`src/rtl/fastica_iter_controller_if.sv`:
```
// Handshake and enable bundle between a FastICA unit and its iteration sequencer.
// The master side issues start/abort/converged; the slave (the controller) drives the enables.
interface fastica_iter_controller_if #(
  parameter int MUL_STAGES = 5,
  parameter int ITER_W     = 5
);
  logic                  start;
  logic                  abort;
  logic                  converged;
  logic                  en_b;
  logic [MUL_STAGES-1:0] en_mul;
  logic                  en_mean;
  logic                  en_sub;
  logic                  en_norm;
  logic                  en_check;
  logic                  fast_busy;
  logic                  done;
  logic                  timeout;
  logic [ITER_W-1:0]     iter_cnt;

  modport master (
    output start, abort, converged,
    input  en_b, en_mul, en_mean, en_sub, en_norm, en_check,
    input  fast_busy, done, timeout, iter_cnt
  );

  modport slave (
    input  start, abort, converged,
    output en_b, en_mul, en_mean, en_sub, en_norm, en_check,
    output fast_busy, done, timeout, iter_cnt
  );
endinterface

```
`src/rtl/fastica_iter_controller.sv`:
```
// Multi-iteration FastICA sequencer: fill/stream/drain of an M-stage multiplier pipeline,
// N-sample mean window, then subtract/normalise/check, looping until convergence or MAX_ITER.
module fastica_iter_controller #(
  parameter int MUL_STAGES = 5,
  parameter int N_SAMPLES  = 128,
  parameter int MAX_ITER   = 16,
  parameter int ITER_W     = $clog2(MAX_ITER+1)
) (
  input  logic clk_fast,
  input  logic rst,
  fastica_iter_controller_if.slave bus
);

  localparam int CNT_W = $clog2(N_SAMPLES+1);
  localparam logic [CNT_W-1:0]  LAST_EDGE   = CNT_W'(MUL_STAGES-1);
  localparam logic [CNT_W-1:0]  LAST_STREAM = CNT_W'(N_SAMPLES-MUL_STAGES-1);
  localparam logic [ITER_W-1:0] LAST_ITER   = ITER_W'(MAX_ITER-1);

  typedef enum logic [2:0] {
    S_IDLE, S_FILL, S_STREAM, S_DRAIN, S_SUB, S_NORM, S_CHECK, S_DONE
  } state_e;

  state_e                state_q, state_d;
  logic [CNT_W-1:0]      cnt_q, cnt_d;
  logic [ITER_W-1:0]     iter_q, iter_d;
  logic                  timeout_q, timeout_d;
  logic                  en_b_q, en_b_d;
  logic [MUL_STAGES-1:0] en_mul_q, en_mul_d;
  logic                  en_mean_q, en_mean_d;
  logic                  en_sub_q, en_sub_d;
  logic                  en_norm_q, en_norm_d;
  logic                  en_check_q, en_check_d;
  logic                  busy_q, busy_d;
  logic                  done_q, done_d;

  // Next state, sub-counter, iteration count and timeout flag.
  always_comb begin
    state_d   = state_q;
    cnt_d     = cnt_q;
    iter_d    = iter_q;
    timeout_d = timeout_q;
    case (state_q)
      S_IDLE: if (bus.start) begin
        state_d   = S_FILL;
        cnt_d     = '0;
        iter_d    = '0;
        timeout_d = 1'b0;
      end
      S_FILL: begin
        cnt_d = cnt_q + CNT_W'(1);
        if (cnt_q == LAST_EDGE) begin
          state_d = S_STREAM;
          cnt_d   = '0;
        end
      end
      S_STREAM: begin
        cnt_d = cnt_q + CNT_W'(1);
        if (cnt_q == LAST_STREAM) begin
          state_d = S_DRAIN;
          cnt_d   = '0;
        end
      end
      S_DRAIN: begin
        cnt_d = cnt_q + CNT_W'(1);
        if (cnt_q == LAST_EDGE) begin
          state_d = S_SUB;
          cnt_d   = '0;
        end
      end
      S_SUB:  state_d = S_NORM;
      S_NORM: state_d = S_CHECK;
      S_CHECK: begin
        iter_d = iter_q + ITER_W'(1);
        cnt_d  = '0;
        if (bus.converged) begin
          state_d = S_DONE;
        end else if (iter_q == LAST_ITER) begin
          state_d   = S_DONE;
          timeout_d = 1'b1;
        end else begin
          state_d = S_FILL;
        end
      end
      S_DONE:  state_d = S_IDLE;
      default: state_d = S_IDLE;
    endcase
    // Abort wins over every busy-state transition, including the CHECK increment.
    if (bus.abort && state_q != S_IDLE && state_q != S_DONE) begin
      state_d   = S_IDLE;
      cnt_d     = '0;
      iter_d    = iter_q;
      timeout_d = timeout_q;
    end
  end

  // Outputs are decoded from the next state so they register alongside it.
  always_comb begin
    en_b_d     = (state_d == S_FILL) || (state_d == S_STREAM);
    en_mean_d  = (state_d == S_STREAM) || (state_d == S_DRAIN);
    en_sub_d   = (state_d == S_SUB);
    en_norm_d  = (state_d == S_NORM);
    en_check_d = (state_d == S_CHECK);
    done_d     = (state_d == S_DONE);
    busy_d     = (state_d != S_IDLE) && (state_d != S_DONE);
    en_mul_d   = '0;
    for (int k = 0; k < MUL_STAGES; k++) begin
      en_mul_d[k] = (state_d == S_STREAM)
                 || ((state_d == S_FILL)  && (CNT_W'(k) <= cnt_d))
                 || ((state_d == S_DRAIN) && (CNT_W'(k) >  cnt_d));
    end
  end

  always_ff @(posedge clk_fast or posedge rst) begin
    if (rst) begin
      state_q    <= S_IDLE;
      cnt_q      <= '0;
      iter_q     <= '0;
      timeout_q  <= 1'b0;
      en_b_q     <= 1'b0;
      en_mul_q   <= '0;
      en_mean_q  <= 1'b0;
      en_sub_q   <= 1'b0;
      en_norm_q  <= 1'b0;
      en_check_q <= 1'b0;
      busy_q     <= 1'b0;
      done_q     <= 1'b0;
    end else begin
      state_q    <= state_d;
      cnt_q      <= cnt_d;
      iter_q     <= iter_d;
      timeout_q  <= timeout_d;
      en_b_q     <= en_b_d;
      en_mul_q   <= en_mul_d;
      en_mean_q  <= en_mean_d;
      en_sub_q   <= en_sub_d;
      en_norm_q  <= en_norm_d;
      en_check_q <= en_check_d;
      busy_q     <= busy_d;
      done_q     <= done_d;
    end
  end

  assign bus.en_b      = en_b_q;
  assign bus.en_mul    = en_mul_q;
  assign bus.en_mean   = en_mean_q;
  assign bus.en_sub    = en_sub_q;
  assign bus.en_norm   = en_norm_q;
  assign bus.en_check  = en_check_q;
  assign bus.fast_busy = busy_q;
  assign bus.done      = done_q;
  assign bus.timeout   = timeout_q;
  assign bus.iter_cnt  = iter_q;

endmodule
```
`src/flat_wrapper.sv`:
```
// flat-port wrapper written by rule: the top's interface ports become plain ports
module fastica_iter_controller_flat 
#(
  parameter int MUL_STAGES = 5,
  parameter int N_SAMPLES  = 128,
  parameter int MAX_ITER   = 16,
  parameter int ITER_W     = $clog2(MAX_ITER+1)
)
  (clk_fast, rst, bus_start, bus_abort, bus_converged, bus_en_b, bus_en_mul, bus_en_mean, bus_en_sub, bus_en_norm, bus_en_check, bus_fast_busy, bus_done, bus_timeout, bus_iter_cnt);
  fastica_iter_controller_if #(.MUL_STAGES(MUL_STAGES), .ITER_W(ITER_W)) bus_i ();
  input  logic clk_fast;
  input  logic rst;
  input wire logic [$bits(bus_i.start)-1:0] bus_start;
  input wire logic [$bits(bus_i.abort)-1:0] bus_abort;
  input wire logic [$bits(bus_i.converged)-1:0] bus_converged;
  output wire logic [$bits(bus_i.en_b)-1:0] bus_en_b;
  output wire logic [$bits(bus_i.en_mul)-1:0] bus_en_mul;
  output wire logic [$bits(bus_i.en_mean)-1:0] bus_en_mean;
  output wire logic [$bits(bus_i.en_sub)-1:0] bus_en_sub;
  output wire logic [$bits(bus_i.en_norm)-1:0] bus_en_norm;
  output wire logic [$bits(bus_i.en_check)-1:0] bus_en_check;
  output wire logic [$bits(bus_i.fast_busy)-1:0] bus_fast_busy;
  output wire logic [$bits(bus_i.done)-1:0] bus_done;
  output wire logic [$bits(bus_i.timeout)-1:0] bus_timeout;
  output wire logic [$bits(bus_i.iter_cnt)-1:0] bus_iter_cnt;
  assign bus_i.start = bus_start;
  assign bus_i.abort = bus_abort;
  assign bus_i.converged = bus_converged;
  assign bus_en_b = bus_i.en_b;
  assign bus_en_mul = bus_i.en_mul;
  assign bus_en_mean = bus_i.en_mean;
  assign bus_en_sub = bus_i.en_sub;
  assign bus_en_norm = bus_i.en_norm;
  assign bus_en_check = bus_i.en_check;
  assign bus_fast_busy = bus_i.fast_busy;
  assign bus_done = bus_i.done;
  assign bus_timeout = bus_i.timeout;
  assign bus_iter_cnt = bus_i.iter_cnt;
  fastica_iter_controller #(.MUL_STAGES(MUL_STAGES), .N_SAMPLES(N_SAMPLES), .MAX_ITER(MAX_ITER), .ITER_W(ITER_W)) u_core (.clk_fast(clk_fast), .rst(rst), .bus(bus_i));
endmodule
```
`config.mk`:
```
export PLATFORM = sky130hd
export DESIGN_NAME = fastica_iter_controller_flat
export DESIGN_NICKNAME = d
export VERILOG_FILES = /design/src/rtl/fastica_iter_controller_if.sv /design/src/rtl/fastica_iter_controller.sv /design/src/flat_wrapper.sv
export SDC_FILE = /design/constraint.sdc
export NUM_CORES = 1
export LEC_CHECK = 0
export CAP_MARGIN = 0
export CORE_UTILIZATION = 35
export CTS_CLUSTER_DIAMETER = 80
export DETAILED_ROUTE_END_ITERATION = 8
export GPL_TIMING_DRIVEN = 0
export PLACE_DENSITY_LB_ADDON = 0.12
export SYNTH_ARGS = -nofsm -noshare
export SYNTH_HDL_FRONTEND = slang
export SYNTH_SLANG_ARGS = --single-unit
```
`constraint.sdc`:
```
create_clock -name clk_fast -period 2.07 [get_ports clk_fast]
set_input_delay 0.207 -clock clk_fast [delete_from_list [all_inputs] [get_ports clk_fast]]
set_output_delay 0.207 -clock clk_fast [all_outputs]
set_load 0.05 [all_outputs]
```
Word level (Yosys, flattened, before mapping)
Cells that the tools add are included.
- register bits after elaboration: 29
- bits in latches: 0
- RAM bits: 0
- ROM bits: 0
- input bits: 5
- output and inout bits: 18
- memories: 0
- $add $sub $neg: 2
- multiply operators: 0
- divide/modulo/power cells: 0
- order comparisons: 10
- equal/unequal tests: 22
- shifts and indexed selects: 0
- muxes and demuxes: 19
- bitwise logic cells: 1
- reduce and logical (&&, ||, !) cells: 32
- operator list (cell ; number):
    8-bit 2-to-1 mux ; 4
    8-bit case mux with 4 select lines ; 1
    3-bit equality test (second input constant) ; 8
    3-bit case mux with 8 select lines ; 1
    3-bit 2-to-1 mux ; 7
    1-bit by 8-bit > comparator with 1-bit output (first input constant) ; 2
    2-bit by 8-bit > comparator with 1-bit output (first input constant) ; 2
    1-bit by 8-bit less-or-equal comparator with 1-bit output (first input constant) ; 2
    2-bit by 8-bit less-or-equal comparator with 1-bit output (first input constant) ; 2
    1-bit logical AND ; 13
    3-bit by 2-bit equality test with 1-bit output (second input constant) ; 4
    1-bit logical OR ; 12
    5-bit case mux with 2 select lines ; 1
    8-bit by 1-bit adder with 8-bit output (second input constant) ; 1
    8-bit by 3-bit equality test with 1-bit output (second input constant) ; 1
    8-bit by 7-bit equality test with 1-bit output (second input constant) ; 1
    3-bit by 8-bit > comparator with 1-bit output (first input constant) ; 1
    3-bit by 8-bit less-or-equal comparator with 1-bit output (first input constant) ; 1
    3-bit by 1-bit equality test with 1-bit output (second input constant) ; 2
    3-bit inequality test (second input constant) ; 2
    3-bit nonzero test ; 2
    5-bit by 1-bit adder with 5-bit output (second input constant) ; 1
    5-bit by 4-bit equality test with 1-bit output (second input constant) ; 1
    5-bit 2-to-1 mux ; 1
    other kinds (10) ; 13

Depth between registers and ports, before layout
- word-level depth: 9
- mapped depth: 11
- depth with buffers taken out: 11

Worst setup path before layout
Ideal clock, no wire load.
- kind: register to register
- start point: register u_core.iter_q[0] (netlist: u_core.bus.iter_cnt[0])
- end point: register u_core.en_mul_q[1] (netlist: u_core.bus.en_mul[1])
- library setup time: 0.079 ns
- data arrival time: 2.122 ns
- required time: 1.991 ns
- slack: -0.131 ns
- stages on the path, launching flop included: 11
- cells stage by stage: dfrtp_1 -> ha_1 -> and3_1 -> ha_1 -> nor2_1 -> nand2_1 -> nand2_1 -> mux2_2 -> nor2_2 -> or2_2 -> mux2i_1
- longest elaborated chain between the ends: 9
- elaborated cells on any way between the ends: 12
- those cells by class: eq/ne: 4; mux: 4; reduce/logical: 4
- ends and longest elaborated chain (item ; RTL line ; source):
    start: declaration ; fastica_iter_controller.sv:25 ; logic [ITER_W-1:0] iter_q, iter_d;
    start signal: assignment ; fastica_iter_controller.sv:130 ; iter_q <= iter_d;
    5-bit by 4-bit equality test with 1-bit output (*) ; fastica_iter_controller.sv:77 ; end else if (iter_q == LAST_ITER) begin
    3-bit 2-to-1 mux (*) ; fastica_iter_controller.sv:77 ;
    3-bit 2-to-1 mux (*) ; fastica_iter_controller.sv:75 ; if (bus.converged) begin
    3-bit case mux with 8 select lines (*) ; fastica_iter_controller.sv:42 ; case (state_q)
    3-bit 2-to-1 mux (*) ; fastica_iter_controller.sv:88 ; if (bus.abort && state_q != S_IDLE && state_q != S_DONE) begin
    named net u_core.state_d[1] ; fastica_iter_controller.sv:23 ; state_e state_q, state_d;
    3-bit by 1-bit equality test with 1-bit output ; fastica_iter_controller.sv:108 ; || ((state_d == S_FILL) && (CNT_W'(k) <= cnt_d))
    1-bit logical AND ; fastica_iter_controller.sv:108 ;
    1-bit logical OR ; fastica_iter_controller.sv:108 ;
    1-bit logical OR (*) ; fastica_iter_controller.sv:109 ; || ((state_d == S_DRAIN) && (CNT_W'(k) > cnt_d));
    named net u_core.en_mul_d[1] ; fastica_iter_controller.sv:28 ; logic [MUL_STAGES-1:0] en_mul_q, en_mul_d;
    end signal: assignment ; fastica_iter_controller.sv:133 ; en_mul_q <= en_mul_d;
    end: declaration ; fastica_iter_controller.sv:28 ;
Mark *: on every way through the listed nets, which the timed path passes. The rest lies on a longest branch.
A chain may end at the register's enable or synchronous reset.

Worst setup path after layout
- start point: register u_core.cnt_q[2]
- end point: register u_core.en_mul_q[2] (netlist: u_core.bus.en_mul[2])
- longest elaborated chain between the ends: 8
- elaborated cells on any way between the ends: 22
- those cells by class: add/sub: 1; order compare: 2; eq/ne: 5; mux: 10; reduce/logical: 4
- ends and longest elaborated chain (item ; RTL line ; source):
    start: declaration ; fastica_iter_controller.sv:24 ; logic [CNT_W-1:0] cnt_q, cnt_d;
    start signal: assignment ; fastica_iter_controller.sv:129 ; cnt_q <= cnt_d;
    8-bit by 1-bit adder with 8-bit output, or another cell as far along ; fastica_iter_controller.sv:50, fastica_iter_controller.sv:57, fastica_iter_controller.sv:64 ;
    8-bit 2-to-1 mux, or another cell as far along ; fastica_iter_controller.sv:51, fastica_iter_controller.sv:65 ;
    8-bit case mux with 4 select lines or 3-bit case mux with 8 select lines (tied branches) ; fastica_iter_controller.sv:42 ;
    8-bit 2-to-1 mux or 3-bit 2-to-1 mux (tied branches) ; fastica_iter_controller.sv:88 ;
    2-bit by 8-bit less-or-equal comparator with 1-bit output or 3-bit by 1-bit equality test with 1-bit output (tied branches) ; fastica_iter_controller.sv:108 ;
    1-bit logical AND ; fastica_iter_controller.sv:108 ;
    1-bit logical OR ; fastica_iter_controller.sv:108 ;
    1-bit logical OR (*) ; fastica_iter_controller.sv:109 ;
    named net u_core.en_mul_d[2] ; fastica_iter_controller.sv:28 ;
Marked as above.

==> impl_results.md <==
- DP Cell Count: approximately 290
- Top-count cell post-synth: dfrtp_1
- Combinational Power Share: 0.541
- Worst Setup End Kind: register
- Vias in the first global route: 1482
- Max VDD drop: 0.670 mV
- RSZ-0062 raised after global routing: true
- Worst R2R End: u_core.bus.en_mul[2]
- Wire length per cell: ~15 um
- Placement Setup Slack: -251 ps
- #FFs+latches synth: 28
- Cell count after synthesis: 199
- Share of cells above drive strength 1: 0.356
- Total power density per cell area: slightly below 1000 nW/um^2
- CP delay by family, top: compound AO/OA/AOI/OAI gates
- Clock Skew: between 3 and 4 ps
- R2R setup slack: -150 ps
- Crit path from: u_core.cnt_q[2]
- Routability cong.: roughly 0.88
- Crit path cell chain: buf_6, nand3_4, o21a_1, or4_4, o21a_4, o21ai_4, a31oi_1, mux2i_1
- Initial antenna violation count: 0
- Clock Sinks: 28
- Violated checks: setup timing
- Post-DP Area: around 2100 sq um
- CTS Root Cell: clkbuf_8
- Leakage power: about 0.0011 uW
- Fin. max-slew vios: 0
- Total power: approximately 2500 uW
- Period utilization: 1.07
- Final Instance Area: roughly 2500 sq um
- Final wirelength: between 4000 and 5000 um
- Max incr delay on CP: about 540 ps
- IO Pins: 23
- Post-synth top area cell: dfrtp_1
- Cell internal pwr: ~1400 uW
- Setup WS post-layout: -152 ps
- Async SR Flop Fraction: 1.00
- Worst Path Arrival: around 2400 ps
- Reg power frac: 0.277
- Unique cell type count in the Yosys netlist: between 60 and 70
- R2R Path Start: u_core.cnt_q[2]
- H-tree depth: 1
- Ys flop type: dfrtp_1
- Worst-skew pair later-pin latency: approximately 280 ps
- CP max stage cell: or4_4
- Sequential-to-total area share from yosys stat: 0.389
- Final Instance Count excl. Fillers: approximately 310
- DIE HEIGHT: between 70 and 80 um
- CP Launch Type: register
- Buf+Inv Stages, Crit Path: 1
- Slew Limit Headroom: 0.284
- Antenna viol nets, final: 0
- DR iter-0 viols: 151
- Net Sw Frac: 0.416
- Die W: around 74 um
- Synth Area per Inst: around 9.1 sq um
- Clock slew at the register clock pins of the worst setup and hold paths: around 110 ps
- Syn_nets: roughly 210
- Grt total ovfl: 0
- List of most frequent post-synthesis cells: dfrtp_1 (28), nor2_1 (21), nand2_1 (16)
- Post-synth EDFFs: 0
- Worst path required time: 2270 ps
- First-pass DRT Iterations: 4
- HPWL after DPL: between 2000 and 3000 um
- Mapped cell area: 1800 sq um
- Net Switching: around 1000 uW
- Cell depth of the worst flop-to-flop path: 8
- Clock power share: 0.182
- Die Footprint: 5440 sq um
- CTS Buffer Depth: 2
- Port bufs: 22
- FP Rows: 25
- Final setup viols: 8
- First-pass GRT wire length: around 7200 um
- Post-route setup TNS: -847 ps
- Area grow syn2layout: 41.1%
- Worst hold path class: in -> async
- Ant diodes: 0
- Max frequency: between 400 and 500 MHz
- Minimum clock period: around 2200 ps
- DR vias/cell: around 5.3
- Yosys warns: 0
- Gr usage total: 0.175
- Worst-path maximum fanout: 8
- CTS tree: done
- Total of max-cap violations: 0
- Post-synth top area share: 0.389
- Crit path kind: reg -> reg
- Final hold violation count: 0
- Nets: about 260
- Routed vias: around 1700
- Initial Utilization: 0.372
- Status: complete, but fails checks
- TritonCTS Buffers: 3
- Slew of the pin with the lowest slew margin: between 1000 and 1500 ps
- Core area: slightly below 5000 sq um
- Largest net degree at the start of global routing: 29
- Top cells by area, synth: dfrtp_1 (39%), nor2_1 (4.4%), ha_1 (3.5%)
- # DRC: 0
[cells by family (layout without fill, tap and decap cells)]
| kind of cell | Yosys count | after routing | synth area share |
|---|---|---|---|
| buffers and inverters | 26 | 74 | 0.0736 |
| muxes | 6 | 6 | 0.0340 |
| adders and majority gates | 5 | 5 | 0.0347 |
| DFF | 28 | 28 | 0.389 |
| AOI/OAI and AO/OA | 52 | 52 | 0.204 |
| and+or+nand+nor | 78 | 78 | 0.246 |
| xor gates and xnor gates | 4 | 4 | 0.0194 |
[per-stage QoR]
step / util / hold WS, ps
after floorplan: - / 272
after global routing: 0.525 / 576
after detailed placement: 0.439 / 487
after CTS: 0.479 / 512
after global placement: 0.439 / 482
final: 0.525 / 484
[state kept, by name, indices dropped and copies added, names as in the netlist, 3 cells and up]
signal               flops
u_core.state_q           3
u_core.bus.en_mul        5
u_core.bus.iter_cnt      5
u_core.cnt_q             8
[power groups by stage]
stage          logic (uW)  registers (uW)  clock network, uW
2_1_floorplan         606             863                  0
3_3_place_gp         1040             708                  0
3_5_place_dp         1030             704                  0
4_1_cts              1140             695                463
5_1_grt              1410             687                482
6_report             1330             680                446
[metal layers]
layer / up-vias / GRT usage / routed length [um]
met5: - / 0 / 0
met4: 0 / 0.0406 / 17
met3: 2 / 0.0370 / 257
met2: 49 / 0.265 / 2190
met1: 806 / 0.253 / 2210
li1: 808 / - / -
[what timing repair did]
| item | in CTS | in global routing |
|---|---|---|
| pin swaps | 9 | 13 |
| setup endpoints to repair | 7 | 9 |
| resized for setup | 19 | 27 |
| hold buffers | 0 | 0 |
| buffers inserted | 8 | 17 |
| gates cloned | 0 | 0 |
[cell usage in the layout, fill, tap and decap left out, types with 3 or more instances in the layout]
cell type,Yosys,routed
buf_4,2,25
clkdlybuf4s50_1,0,22
inv_1,13,12
o21ai_0,9,9
nand2_1,16,16
clkbuf_8,0,3
nor2_1,21,17
dfrtp_1,28,21
ha_2,0,3
a31oi_1,6,5
nor2_2,1,4
nand4_1,5,5
xor2_1,3,3
a21oi_1,10,8
nand3_1,6,4
a311oi_1,3,3
dfrtp_2,0,7
buf_6,3,5
mux2i_1,5,5
[worst max path at each step]
stage / endpoint / cells after the start / slack (ps)
after floorplan: u_core.bus.en_mul[2] / 8 / 4
after global placement: u_core.bus.en_mul[3] / 8 / -280
after detailed placement: u_core.bus.en_mul[3] / 8 / -250
after CTS: u_core.bus.en_mul[1] / 8 / -180
after global routing: u_core.bus.en_mul[3] / 8 / -220
final: u_core.bus.en_mul[2] / 8 / -150
[final cells by class]
type | count | area, sq um
clock buffers | 3 | 41.3
well taps | 67 | 83.8
inverters | 13 | 48.8
repair buffers | 47 | 412
plain buffers | 10 | 78.8
multi-input cells | 145 | 1140
flip-flops and latches | 28 | 709
fillers | 480 | 2300
clock inverters | 1 | 30.0
(Power assumes the default switching activity.)
